File: config.mk
export PLATFORM = sky130hd
export DESIGN_NAME = logic_gate_seq
export DESIGN_NICKNAME = d
export VERILOG_FILES = /design/src/rtl/logic_gate_pkg.sv /design/src/rtl/logic_gate_seq_hold_timer.sv /design/src/rtl/logic_gate_seq.sv
export SDC_FILE = /design/constraint.sdc
export NUM_CORES = 1
export LEC_CHECK = 0
export CAP_MARGIN = 30
export CORE_MARGIN = 2
export CORE_UTILIZATION = 30
export CTS_CLUSTER_SIZE = 28
export DETAILED_ROUTE_END_ITERATION = 10
export PLACE_DENSITY = 0.52
export SYNTH_ARGS = -nofsm -noshare
export SYNTH_HDL_FRONTEND = slang
export SYNTH_SLANG_ARGS = --single-unit
File: constraint.sdc
create_clock -name sys_clk -period 3.6 [get_ports sys_clk]
set_clock_uncertainty 0.15 [all_clocks]
set_input_delay 1.08 -clock sys_clk [delete_from_list [all_inputs] [get_ports sys_clk]]
set_output_delay 1.08 -clock sys_clk [all_outputs]
set_load 0.05 [all_outputs]
File: src/rtl/logic_gate_pkg.sv
// logic_gate_pkg: shared types and helpers for the logic-gate sweep sequencer.
//   state_e      - sequencer FSM states
//   LED_E..LED_H - bit positions of each gate result on the LED bus
//   VEC_LAST     - final input vector of a sweep
//   expected()   - reference {h,g,f,e} for a given {a,b,c}
package logic_gate_pkg;

    typedef enum logic [1:0] {
        ST_IDLE   = 2'd0,
        ST_DRIVE  = 2'd1,
        ST_SAMPLE = 2'd2,
        ST_HOLD   = 2'd3
    } state_e;

    localparam int unsigned VEC_W   = 3;
    localparam int unsigned LED_W   = 4;
    localparam int unsigned ERR_W   = 8;

    localparam int unsigned LED_E   = 0;
    localparam int unsigned LED_F   = 1;
    localparam int unsigned LED_G   = 2;
    localparam int unsigned LED_H   = 3;

    localparam logic [VEC_W-1:0] VEC_LAST = 3'd7;

    // Reference results of the gate datapath: e=a&b, f=~b, g=a|c, h=b^c.
    function automatic logic [LED_W-1:0] expected(input logic a, input logic b, input logic c);
        logic [LED_W-1:0] r;
        r        = '0;
        r[LED_E] = a & b;
        r[LED_F] = ~b;
        r[LED_G] = a | c;
        r[LED_H] = b ^ c;
        return r;
    endfunction

endpackage

File: src/rtl/logic_gate_seq_hold_timer.sv
// hold_timer: loadable down-counter for the per-vector dwell.
//   clk_i    - clock (rising edge)
//   load_i   - load value_i into the counter this cycle
//   value_i  - load value (dwell length minus one)
//   expire_o - registered, high while the counter is at zero
// The counter counts down every cycle it is not loaded and parks at zero.
// It carries no reset: it is always loaded before its expiry is consulted.
module hold_timer #(
    parameter int unsigned CNT_W = 26
) (
    input  logic             clk_i,
    input  logic             load_i,
    input  logic [CNT_W-1:0] value_i,
    output logic             expire_o
);

    logic [CNT_W-1:0] cnt_q, cnt_d;
    logic             expire_q;

    // Next count: load wins, otherwise decrement down to zero.
    always_comb begin
        cnt_d = cnt_q;
        if (load_i) begin
            cnt_d = value_i;
        end else if (cnt_q != '0) begin
            cnt_d = cnt_q - CNT_W'(1);
        end
    end

    always_ff @(posedge clk_i) begin
        cnt_q    <= cnt_d;
        expire_q <= (cnt_d == '0);
    end

    assign expire_o = expire_q;

endmodule

File: src/rtl/logic_gate_seq.sv
// logic_gate_seq: walks {a,b,c} through all eight vectors, captures the gate
// datapath results one cycle after driving each vector, and holds them on the
// LEDs for HOLD_CYC cycles.
//   sys_clk, sys_rst_n          - clock, synchronous active-low reset
//   start, stop, loop_en        - sweep control
//   port_a/b/c                  - registered drive to the datapath
//   rslt_e/f/g/h                - datapath results
//   led, vec_idx, busy, done    - status
//   err, err_cnt                - self-check result
// Build option: LOGIC_GATE_CHK_EN compiles in the result self-check; without
// it err/err_cnt are constant zero.
module logic_gate_seq
    import logic_gate_pkg::*;
#(
    parameter int unsigned HOLD_CYC = 50_000_000,
    parameter int unsigned CNT_W    = $clog2(HOLD_CYC + 1)
) (
    input  logic              sys_clk,
    input  logic              sys_rst_n,
    input  logic              start,
    input  logic              stop,
    input  logic              loop_en,
    output logic              port_a,
    output logic              port_b,
    output logic              port_c,
    input  logic              rslt_e,
    input  logic              rslt_f,
    input  logic              rslt_g,
    input  logic              rslt_h,
    output logic [LED_W-1:0]  led,
    output logic [VEC_W-1:0]  vec_idx,
    output logic              busy,
    output logic              done,
    output logic              err,
    output logic [ERR_W-1:0]  err_cnt
);

    state_e             state_q, state_d;
    logic [VEC_W-1:0]   vec_q, vec_d;
    logic [LED_W-1:0]   led_q, led_d;
    logic               busy_q;
    logic               done_q, done_d;
    logic               tmr_load_c;
    logic               tmr_expire;
    logic [LED_W-1:0]   rslt_c;
    logic               start_acc_c;
    logic               sample_c;

    always_comb begin
        rslt_c        = '0;
        rslt_c[LED_E] = rslt_e;
        rslt_c[LED_F] = rslt_f;
        rslt_c[LED_G] = rslt_g;
        rslt_c[LED_H] = rslt_h;
    end

    hold_timer #(
        .CNT_W (CNT_W)
    ) u_hold_timer (
        .clk_i    (sys_clk),
        .load_i   (tmr_load_c),
        .value_i  (CNT_W'(HOLD_CYC - 1)),
        .expire_o (tmr_expire)
    );

    // Sweep FSM: next state and next values of the datapath-facing registers.
    always_comb begin
        state_d     = state_q;
        vec_d       = vec_q;
        led_d       = led_q;
        done_d      = 1'b0;
        tmr_load_c  = 1'b0;
        start_acc_c = 1'b0;
        sample_c    = 1'b0;

        case (state_q)
            ST_IDLE: begin
                if (start && !stop) begin
                    start_acc_c = 1'b1;
                    vec_d       = '0;
                    state_d     = ST_DRIVE;
                end
            end
            ST_DRIVE: begin
                state_d = ST_SAMPLE;
            end
            ST_SAMPLE: begin
                sample_c   = 1'b1;
                led_d      = rslt_c;
                tmr_load_c = 1'b1;
                state_d    = ST_HOLD;
            end
            ST_HOLD: begin
                if (tmr_expire) begin
                    if (vec_q != VEC_LAST) begin
                        vec_d   = vec_q + VEC_W'(1);
                        state_d = ST_DRIVE;
                    end else if (loop_en) begin
                        vec_d   = '0;
                        state_d = ST_DRIVE;
                    end else begin
                        done_d  = 1'b1;
                        state_d = ST_IDLE;
                    end
                end
            end
            default: begin
                state_d = ST_IDLE;
            end
        endcase

        // Abort overrides everything except the error record.
        if (stop && (state_q != ST_IDLE)) begin
            state_d  = ST_IDLE;
            vec_d    = '0;
            led_d    = '0;
            done_d   = 1'b0;
            sample_c = 1'b0;
        end
    end

    always_ff @(posedge sys_clk) begin
        if (!sys_rst_n) begin
            state_q <= ST_IDLE;
            vec_q   <= '0;
            led_q   <= '0;
            busy_q  <= 1'b0;
            done_q  <= 1'b0;
        end else begin
            state_q <= state_d;
            vec_q   <= vec_d;
            led_q   <= led_d;
            busy_q  <= (state_d != ST_IDLE);
            done_q  <= done_d;
        end
    end

`ifdef LOGIC_GATE_CHK_EN
    logic             err_q, err_d;
    logic [ERR_W-1:0] err_cnt_q, err_cnt_d;

    // Compare captured results against the reference; count saturates.
    always_comb begin
        err_d     = err_q;
        err_cnt_d = err_cnt_q;
        if (start_acc_c) begin
            err_d     = 1'b0;
            err_cnt_d = '0;
        end else if (sample_c && (rslt_c != expected(vec_q[2], vec_q[1], vec_q[0]))) begin
            err_d = 1'b1;
            if (err_cnt_q != {ERR_W{1'b1}}) begin
                err_cnt_d = err_cnt_q + ERR_W'(1);
            end
        end
    end

    always_ff @(posedge sys_clk) begin
        if (!sys_rst_n) begin
            err_q     <= 1'b0;
            err_cnt_q <= '0;
        end else begin
            err_q     <= err_d;
            err_cnt_q <= err_cnt_d;
        end
    end

    assign err     = err_q;
    assign err_cnt = err_cnt_q;
`else
    logic unused_chk;
    assign unused_chk = start_acc_c ^ sample_c;
    assign err        = 1'b0;
    assign err_cnt    = '0;
`endif

    assign port_a  = vec_q[2];
    assign port_b  = vec_q[1];
    assign port_c  = vec_q[0];
    assign vec_idx = vec_q;
    assign led     = led_q;
    assign busy    = busy_q;
    assign done    = done_q;

endmodule

## Yosys cells after proc, flatten, opt, wreduce, memory -nomap -nowiden

Index checks and enable logic that the tools add are counted.

- Divide/modulo/power cells: 0
- Shifts and indexed selects: 0
- Add/sub/neg operators: 2
- Order comparisons: 0
- Bitwise logic cells: 3
- Reductions and logical operators: 12
- Equality and inequality tests: 7
- $mul: 0
- Multiplexer cells: 15

Operator list:

| kind | count |
|---|---|
| $mux W26 | 2 |
| $logic_not A26 Y1 | 1 |
| $reduce_bool A26 Y1 | 1 |
| $sub A26 B1 Y26 const B | 1 |
| $mux W3 | 4 |
| $pmux W2 S4 | 1 |
| $mux W2 | 3 |
| $ne A3 B3 Y1 const B | 2 |
| $pmux W3 S2 | 1 |
| $reduce_bool A2 Y1 | 3 |
| $reduce_or A5 Y1 | 1 |
| $eq A2 B2 Y1 const B | 2 |
| $mux W1 | 4 |
| $reduce_and A4 Y1 | 1 |
| $add A3 B1 Y3 const B | 1 |
| $not A1 Y1 | 3 |
| $eq A2 B1 Y1 const B | 1 |
| $logic_and A1 B1 Y1 | 2 |
| $logic_not A2 Y1 | 1 |
| $ne A2 B1 Y1 const B | 1 |
| $ne A2 B2 Y1 const B | 1 |
| $reduce_or A2 Y1 | 1 |
| $logic_not A1 Y1 | 1 |

- Latch bits: 0
- Logic and storage cells: 46
- Register bits after elaboration: 38
- Memory bits (read-only): 0
- Memories: 0
- Bits of input ports: 9
- Output and inout bits: 21
- Memory bits (writable): 0

## Depth between registers and ports, before layout

Gate-level depths: netlist of run 1.

- Depth after elaboration: 6
- Depth in mapped cells: 12

## By module

A second synthesis of run 1 with hierarchy kept.

- Cell total of the unflattened synthesis: 290
- Area, all modules: 2,394.8 µm²

Modules (own cells, without submodules):

| module | cells an instance | times used | area an instance (µm²) |
|---|---|---|---|
| hold_timer | 226 | 1 | 1,789.2 |
| logic_gate_seq | 64 | 1 | 605.6 |

## Worst setup path before layout of run 1

OpenSTA, ideal clock, no wires.

- Path kind: reg-to-reg
- Start point: reg u_hold_timer.cnt_q[0]
- End point: reg u_hold_timer.expire_q (netlist: u_hold_timer.expire_o)
- Stages on the path, launching flop included: 13
- Setup slack: 0.880 ns
- Arrival time: 2.482 ns
- Clock period less this slack: 2.720 ns
- Required time: 3.362 ns
- Cell sequence: dfxtp_1 -> inv_1 -> ha_1 -> or3b_1 -> buf_2 -> nor3_2 -> and4bb_1 -> buf_6 -> o41ai_1 -> nand3b_4 -> nor4b_2 -> nand4_1 -> nor4_2

- Cells in the longest elaborated chain, start to end: 4
- Elaborated cells between the ends (all ways): 5
- Those cells by class: add/sub: 1; mux: 2; reduce/logical: 2

Ends and longest elaborated chain:

| element | RTL line | RTL |
|---|---|---|
| start: declaration | logic_gate_seq_hold_timer.sv:17 | `logic [CNT_W-1:0] cnt_q, cnt_d;` |
| start signal: assignment | logic_gate_seq_hold_timer.sv:31 | `cnt_q <= cnt_d;` |
| $sub A26 B1 Y26 or $reduce_bool A26 Y1 (tied branches) | logic_gate_seq_hold_timer.sv:26, logic_gate_seq_hold_timer.sv:25 |  |
| $mux W26 (*) | logic_gate_seq_hold_timer.sv:25 | `end else if (cnt_q != '0) begin` |
| $mux W26 (*) | logic_gate_seq_hold_timer.sv:23 | `if (load_i) begin` |
| $logic_not A26 Y1 (*) | logic_gate_seq_hold_timer.sv:32 | `expire_q <= (cnt_d == '0);` |
| end signal: assignment | logic_gate_seq_hold_timer.sv:32 |  |
| end: declaration | logic_gate_seq_hold_timer.sv:18 | `logic expire_q;` |

Mark *: on every way between the ends. The rest lies on a longest branch, timed or not.
A chain may end at the register's enable or synchronous reset.

## Final worst setup path of run 1

Same ends and word-level chain as after synthesis.

==> flow_metrics.tcl, run 1 <==
set metrics [dict create \
    cp_top_family "simple AND/OR/NAND/NOR gates" \
    num_antenna_cells 0 \
    setup_viol 0 \
    hp-start "led[3]$_SDFFE_PP0P_" \
    vias_per_cell 4.97 \
    clock_path_buffers 2 \
    ys_ff_latch 38 \
    synth_area_per_cell_sq_um 8.42 \
    p_leak_uw 0.000865 \
    cts_sinks 38 \
    hold_buffers 0 \
    powerDensity_nw_per_um2 539 \
    root_buffer "clkbuf_8" \
    netlist_area_sq_um 2020 \
    setup_slack_ns 0.491 \
    ir_worst_vdd_mv 0.315 \
    crit_chain "inv_1 > ha_1 > or3b_1 > nor3_2 > and4bb_1 > nor2b_1 > nand4_1 > xor2_1 > nand4bb_1 > nor4_2" \
    std_cell_rows 29 \
    first_global_vias 1575 \
    crit_required_ns 3.65 \
    worstSetupPathType "reg2reg" \
    drive_gt1_share_pct 8.53 \
    slowest_delay_ns 0.53 \
    fin_nets 269 \
    yosysSeqAreaShare_pct 37.6 \
    yosysUniqueCellTypes 48 \
    cp_num_buf_inv 1 \
    dp_cells 327 \
    dp_slack_ns 0.505 \
    ioPinCount 30 \
    grt_overflow 0 \
    hpwl_um 3300 \
    synthTopCellsByArea "dfxtp_1 38%, xor2_1 5.6%, nand2_1 5.6%, buf_4 4.5%, nor2_1 4.1%" \
    hold_viol_final 0 \
    ys_async_sr_fraction_pct 0 \
    avgRoutedWirePerCell_um 13.6 \
    cts_buffers 5 \
    slew_headroom_pct 44.3 \
    gp_congestion 0.829 \
    synth_largest_area_cell "dfxtp_1" \
    worst_path_max_delay_cell "and4bb_1" \
    die_w_um 86.1 \
    insertion_delay_ns 0.29 \
    tritoncts "built" \
    tightest_slew_ns 0.835 \
    grt_pass1_wl_um 7760 \
    critPathMaxFanout 10 \
    yosysTopAreaCellShare_pct 37.6 \
    critPathLaunchType "flip-flop" \
    post-cts-setup-buffers 0 \
    cts-resized-gates 0 \
    antenna_found_initial 0 \
    placed_cell_area_sq_um 2240 \
    synth-edff-count 0 \
    fp.dieArea_sq_um 7410 \
    drtPass1Iterations 4 \
    rr_startpoint "u_hold_timer.cnt_q[0]$_DFF_P_" \
    rsz0062_at_grt "false" \
    hp-class "reg2reg" \
    end_kind "flip-flop" \
    drt_iter0_drc 66 \
    portBuffers 20 \
    yosysMostFrequentCell "dfxtp_1" \
    syn-instance-count 240 \
    final_cell_count_no_fill 335 \
    synth_commonest_cells "38 x dfxtp_1, 30 x nand2_1, 22 x nor2_1" \
    min_period_ns 3.11 \
    yosys_warnings 0 \
    finalInstanceArea_sq_um 2390 \
    vias 1665 \
    cts_htree_levels 2 \
    core_sq_um 6420 \
    synth_ff_type "dfxtp_1" \
    fin_crit_sh_pct 86.4 \
    initial_utilization_pct 31.5 \
    wirelength_um 4560 \
    drc 0 \
    maxCapViolCount 0 \
    die_y_um 86.1 \
    grtUsageTotal_pct 13.3 \
    status "finished clean" \
    syn2layout_area_growth_pct 18.1 \
    clk_pin_slew_ns 0.08 \
    fin_tns_setup_ns 0 \
    ant_nets 0 \
    grt_max_degree 21 \
    clock.fmax_mhz 322 \
    finalMaxSlewViolations 0 \
    cp-startpoint "u_hold_timer.cnt_q[0]$_DFF_P_" \
    arrival_ns 3.16 \
]
where the power goes:
group | switching, uW | internal, uW | leakage [uW]
sequential | 87.1 | 487 | 0.000311
clock | 153 | 296 | 0.0000714
combinational | 144 | 119 | 0.000482
total | 384 | 902 | 0.000865
cells in the final DEF, fill, tap and decap left out, types with 3 or more instances in the layout:
master / n
nand2_1: 30
nand3_1: 9
nor2b_1: 4
clkbuf_8: 6
o21ai_0: 5
nand3b_1: 6
nor3_1: 8
conb_1: 9
inv_1: 5
and3_1: 4
nor2_1: 22
dfxtp_1: 38
clkdlybuf4s50_1: 20
ha_1: 3
nor4_1: 7
buf_4: 5
a21oi_1: 13
xor2_1: 13
xnor2_1: 4
nand4_1: 7
nor3b_1: 4
routing by layer:
layer,track usage [%],up-vias,wire [um]
met2,21.1,37,2060
li1,-,861,-
met5,0,-,0
met1,17.7,760,2260
met4,4.33,0,62
met3,2.98,7,184
layout make-up:
| class | count | area (sq um) |
|---|---|---|
| fill | 640 | 4040 |
| multi-input combinational | 182 | 1130 |
| sequential | 38 | 761 |
| timing repair buffer | 25 | 238 |
| tap | 77 | 96.3 |
| clock buffer | 6 | 82.6 |
| clock inverter | 2 | 60.1 |
| inverter | 5 | 18.8 |
logic make-up after synthesis:
| family | share of synthesized area, % |
|---|---|
| simple gates | 34.5 |
| flops | 37.6 |
| compound gates | 10.5 |
| buf+inv | 7.92 |
| xor+xnor | 7.36 |
| fa+ha+maj | 1.86 |
| other cells | 0.185 |
metrics by stage:
step / total power [uW] / util, % / hold WS [ns]
final: 1290 / 37.2 / 0.310
after detailed placement: 847 / 35.0 / 0.303
after CTS: 1300 / 37.2 / 0.316
after global placement: 847 / 35.0 / 0.292
after floorplan: 784 / - / 0.331
after global routing: 1360 / 37.2 / 0.343
path summary, 6_finish.rpt:
path	end	slack, ns	cells past startpoint
worst max-delay path	u_hold_timer.expire_o$_DFF_P_	0.49	10
worst min-delay path	led[3]$_SDFFE_PP0P_	0.31	2
worst max register to register	u_hold_timer.expire_o$_DFF_P_	0.49	10
worst min register to register	led[3]$_SDFFE_PP0P_	0.31	2
flip-flops by register name (all words and copies together) (netlist names):
register / count
u_hold_timer.cnt_q: 26
led: 4
vec_idx: 3
state_q: 2
busy: 1
done: 1
u_hold_timer.expire_o: 1
worst register-to-register path, stage by stage (launching register included):
cell and delay (ns):
dfxtp_1 0.36, inv_1 0.10, ha_1 0.15, or3b_1 0.46
nor3_2 0.26, and4bb_1 0.53, nor2b_1 0.12, nand4_1 0.15
xor2_1 0.26, nand4bb_1 0.20, nor4_2 0.28
No activity file was read; power rests on OpenSTA's default activity.
==> run 2, diff against run 1 <==
- SLEW_MARGIN: not set -> 10
==> results of run 2 <==
The final DEF is identical to that of run 1; final timing and power are the same.
==> run 3, diff against run 2 <==
- PLACE_DENSITY: 0.52 -> not set
==> run 3 against run 2 <==
Against the previous run:
- final cell count grew 0.30%
- fmax grew 0.77%
- utilization about the same
- sequential share of layout area hardly changed
- setup slack improved by 0.024 ns
- sequential power about the same
- clock-buffer cell count fell by 1
- non-clock buffer count is 1 higher
- combinational power up 2%
- design area up 0.10%
- critical path type unchanged
- highest routed layer unchanged
==> flow_metrics.tcl, run 3 (synthesis results as in run 1) <==
set metrics [dict create \
    status "finished clean" \
    tritoncts "built" \
    dp_cells 328 \
    arrival_ns 3.15 \
    clock_path_buffers 2 \
    setup_viol 0 \
    drtPass1Iterations 4 \
    powerDensity_nw_per_um2 535 \
    maxCapViolCount 0 \
    largest_reg_flops 26 \
    finalMaxSlewViolations 0 \
    fin_nets 270 \
    drive_gt1_share_pct 8.88 \
    min_period_ns 3.09 \
    first_global_vias 1636 \
    rsz0062_at_grt "false" \
    core_sq_um 6420 \
    initial_utilization_pct 31.5 \
    drc 0 \
    hold_buffers 0 \
    antenna_found_initial 0 \
    ir_worst_vdd_mv 0.347 \
    fin_crit_sh_pct 85.7 \
    insertion_delay_ns 0.29 \
    syn2layout_area_growth_pct 18.2 \
    portBuffers 20 \
    reg2reg_setup_slack_ns 0.51 \
    p_leak_uw 0.000867 \
    clock.fmax_mhz 324 \
    ant_nets 0 \
    pwr-share-seq_pct 44.9 \
    cts_buffers 5 \
    worst_path_max_delay_cell "and4bb_1" \
    register_area_sq_um 761 \
    hp-class "reg2reg" \
    p_clk_share_pct 34.0 \
    fillCellCount 675 \
    reg2reg_to "u_hold_timer.expire_o$_DFF_P_" \
    grtUsageTotal_pct 13.4 \
    cp-startpoint "u_hold_timer.cnt_q[0]$_DFF_P_" \
    critPathLaunchType "flip-flop" \
    avgRoutedWirePerCell_um 13.5 \
    fp.dieArea_sq_um 7410 \
    std_cell_rows 29 \
    power.internal_uw 885 \
    crit_required_ns 3.66 \
    gp_congestion 0.852 \
    largest-register "u_hold_timer.cnt_q" \
    final_cell_count_no_fill 336 \
    post-cts-setup-buffers 0 \
    fin_tns_setup_ns 0 \
    hpwl_um 3370 \
    dp_slack_ns 0.554 \
    critPathMaxFanout 10 \
    setup_slack_ns 0.515 \
    slowest_delay_ns 0.52 \
    multi_input_area_sq_um 1130 \
    cts_sinks 38 \
    vias_per_cell 5.01 \
    p_sw_uw 394 \
    cp-endpoint "u_hold_timer.expire_o$_DFF_P_" \
    final_cell_mix "38 x dfxtp_1, 30 x nand2_1, 22 x nor2_1, 20 x clkdlybuf4s50_1" \
    drt_iter0_drc 100 \
    hold_viol_final 0 \
    die_w_um 86.1 \
    worstSetupPathType "reg2reg" \
    swShare_pct 30.8 \
    grt_pass1_wl_um 7840 \
    grt_overflow 0 \
    final_common_cell "dfxtp_1" \
    ioPinCount 30 \
    root_buffer "clkbuf_8" \
    pwr-share-comb_pct 21.1 \
    tightest_slew_ns 0.775 \
    die_y_um 86.1 \
    worstRegToRegCells 10 \
    rr_startpoint "u_hold_timer.cnt_q[0]$_DFF_P_" \
    end_kind "flip-flop" \
    vias 1684 \
    wirelength_um 4530 \
    slew_headroom_pct 48.2 \
    cts_htree_levels 2 \
    crit_chain "inv_1 > ha_1 > or3b_1 > nor3_2 > and4bb_1 > nor2_1 > and3_1 > xnor2_1 > nand4_1 > nor4_2" \
    cts-resized-gates 0 \
    hp-start "led[1]$_SDFFE_PP0P_" \
    grt_max_degree 18 \
    num_antenna_cells 0 \
    clk_pin_slew_ns 0.09 \
]
[run 3: critical path: cells and delay by family (launching register included)]
| family | cells | cell delay [ns] |
|---|---|---|
| flip-flops | 1 | 0.36 |
| adder cells (fa/ha/maj) | 1 | 0.16 |
| buffers and inverters | 1 | 0.09 |
| AND/OR/NAND/NOR | 7 | 2.04 |
| XOR/XNOR | 1 | 0.21 |
[run 3: power by group through the flow]
stage	Combinational, uW	Clock (uW)	Sequential [uW]
CTS	269	442	574
floorplan	221	0	564
detailed placement	269	0	583
global placement	270	0	582
global route	297	465	588
finish	270	435	574
[run 3: worst min path at each step]
stage / end / slack [ns] / cells after the start
6_report: led[1]$_SDFFE_PP0P_ / 0.31 / 2
5_1_grt: led[1]$_SDFFE_PP0P_ / 0.35 / 2
4_1_cts: led[1]$_SDFFE_PP0P_ / 0.31 / 2
3_5_place_dp: led[1]$_SDFFE_PP0P_ / 0.30 / 2
3_3_place_gp: led[3]$_SDFFE_PP0P_ / 0.29 / 2
2_1_floorplan: u_hold_timer.cnt_q[13]$_DFF_P_ / 0.33 / 1
[run 3: metrics by stage]
step	instance area (sq um)	hold WS [ns]	total power (uW)	utilization, %
final	2390	0.307	1280	37.2
after global routing	2390	0.349	1350	37.2
after CTS	2390	0.311	1290	37.2
after detailed placement	2250	0.300	853	35.1
after global placement	2250	0.293	852	35.1
after floorplan	2050	0.331	784	-
[run 3: final cells by class]
cell class	instances	area share [%]
clock buffers	5	2.88
clock inverters	3	2.88
inverters	5	0.785
multi-input cells	182	47.3
flip-flops and latches	38	31.8
well taps	77	4.03
repair buffers	26	10.3
[run 3: metal layers]
| metal | wire length (um) | GRT usage, % | vias up |
|---|---|---|---|
| li1 | - | - | 858 |
| met1 | 2210 | 17.9 | 773 |
| met2 | 2010 | 20.4 | 49 |
| met3 | 265 | 3.46 | 4 |
| met4 | 45 | 5.34 | 0 |
| met5 | 0 | 0 | - |
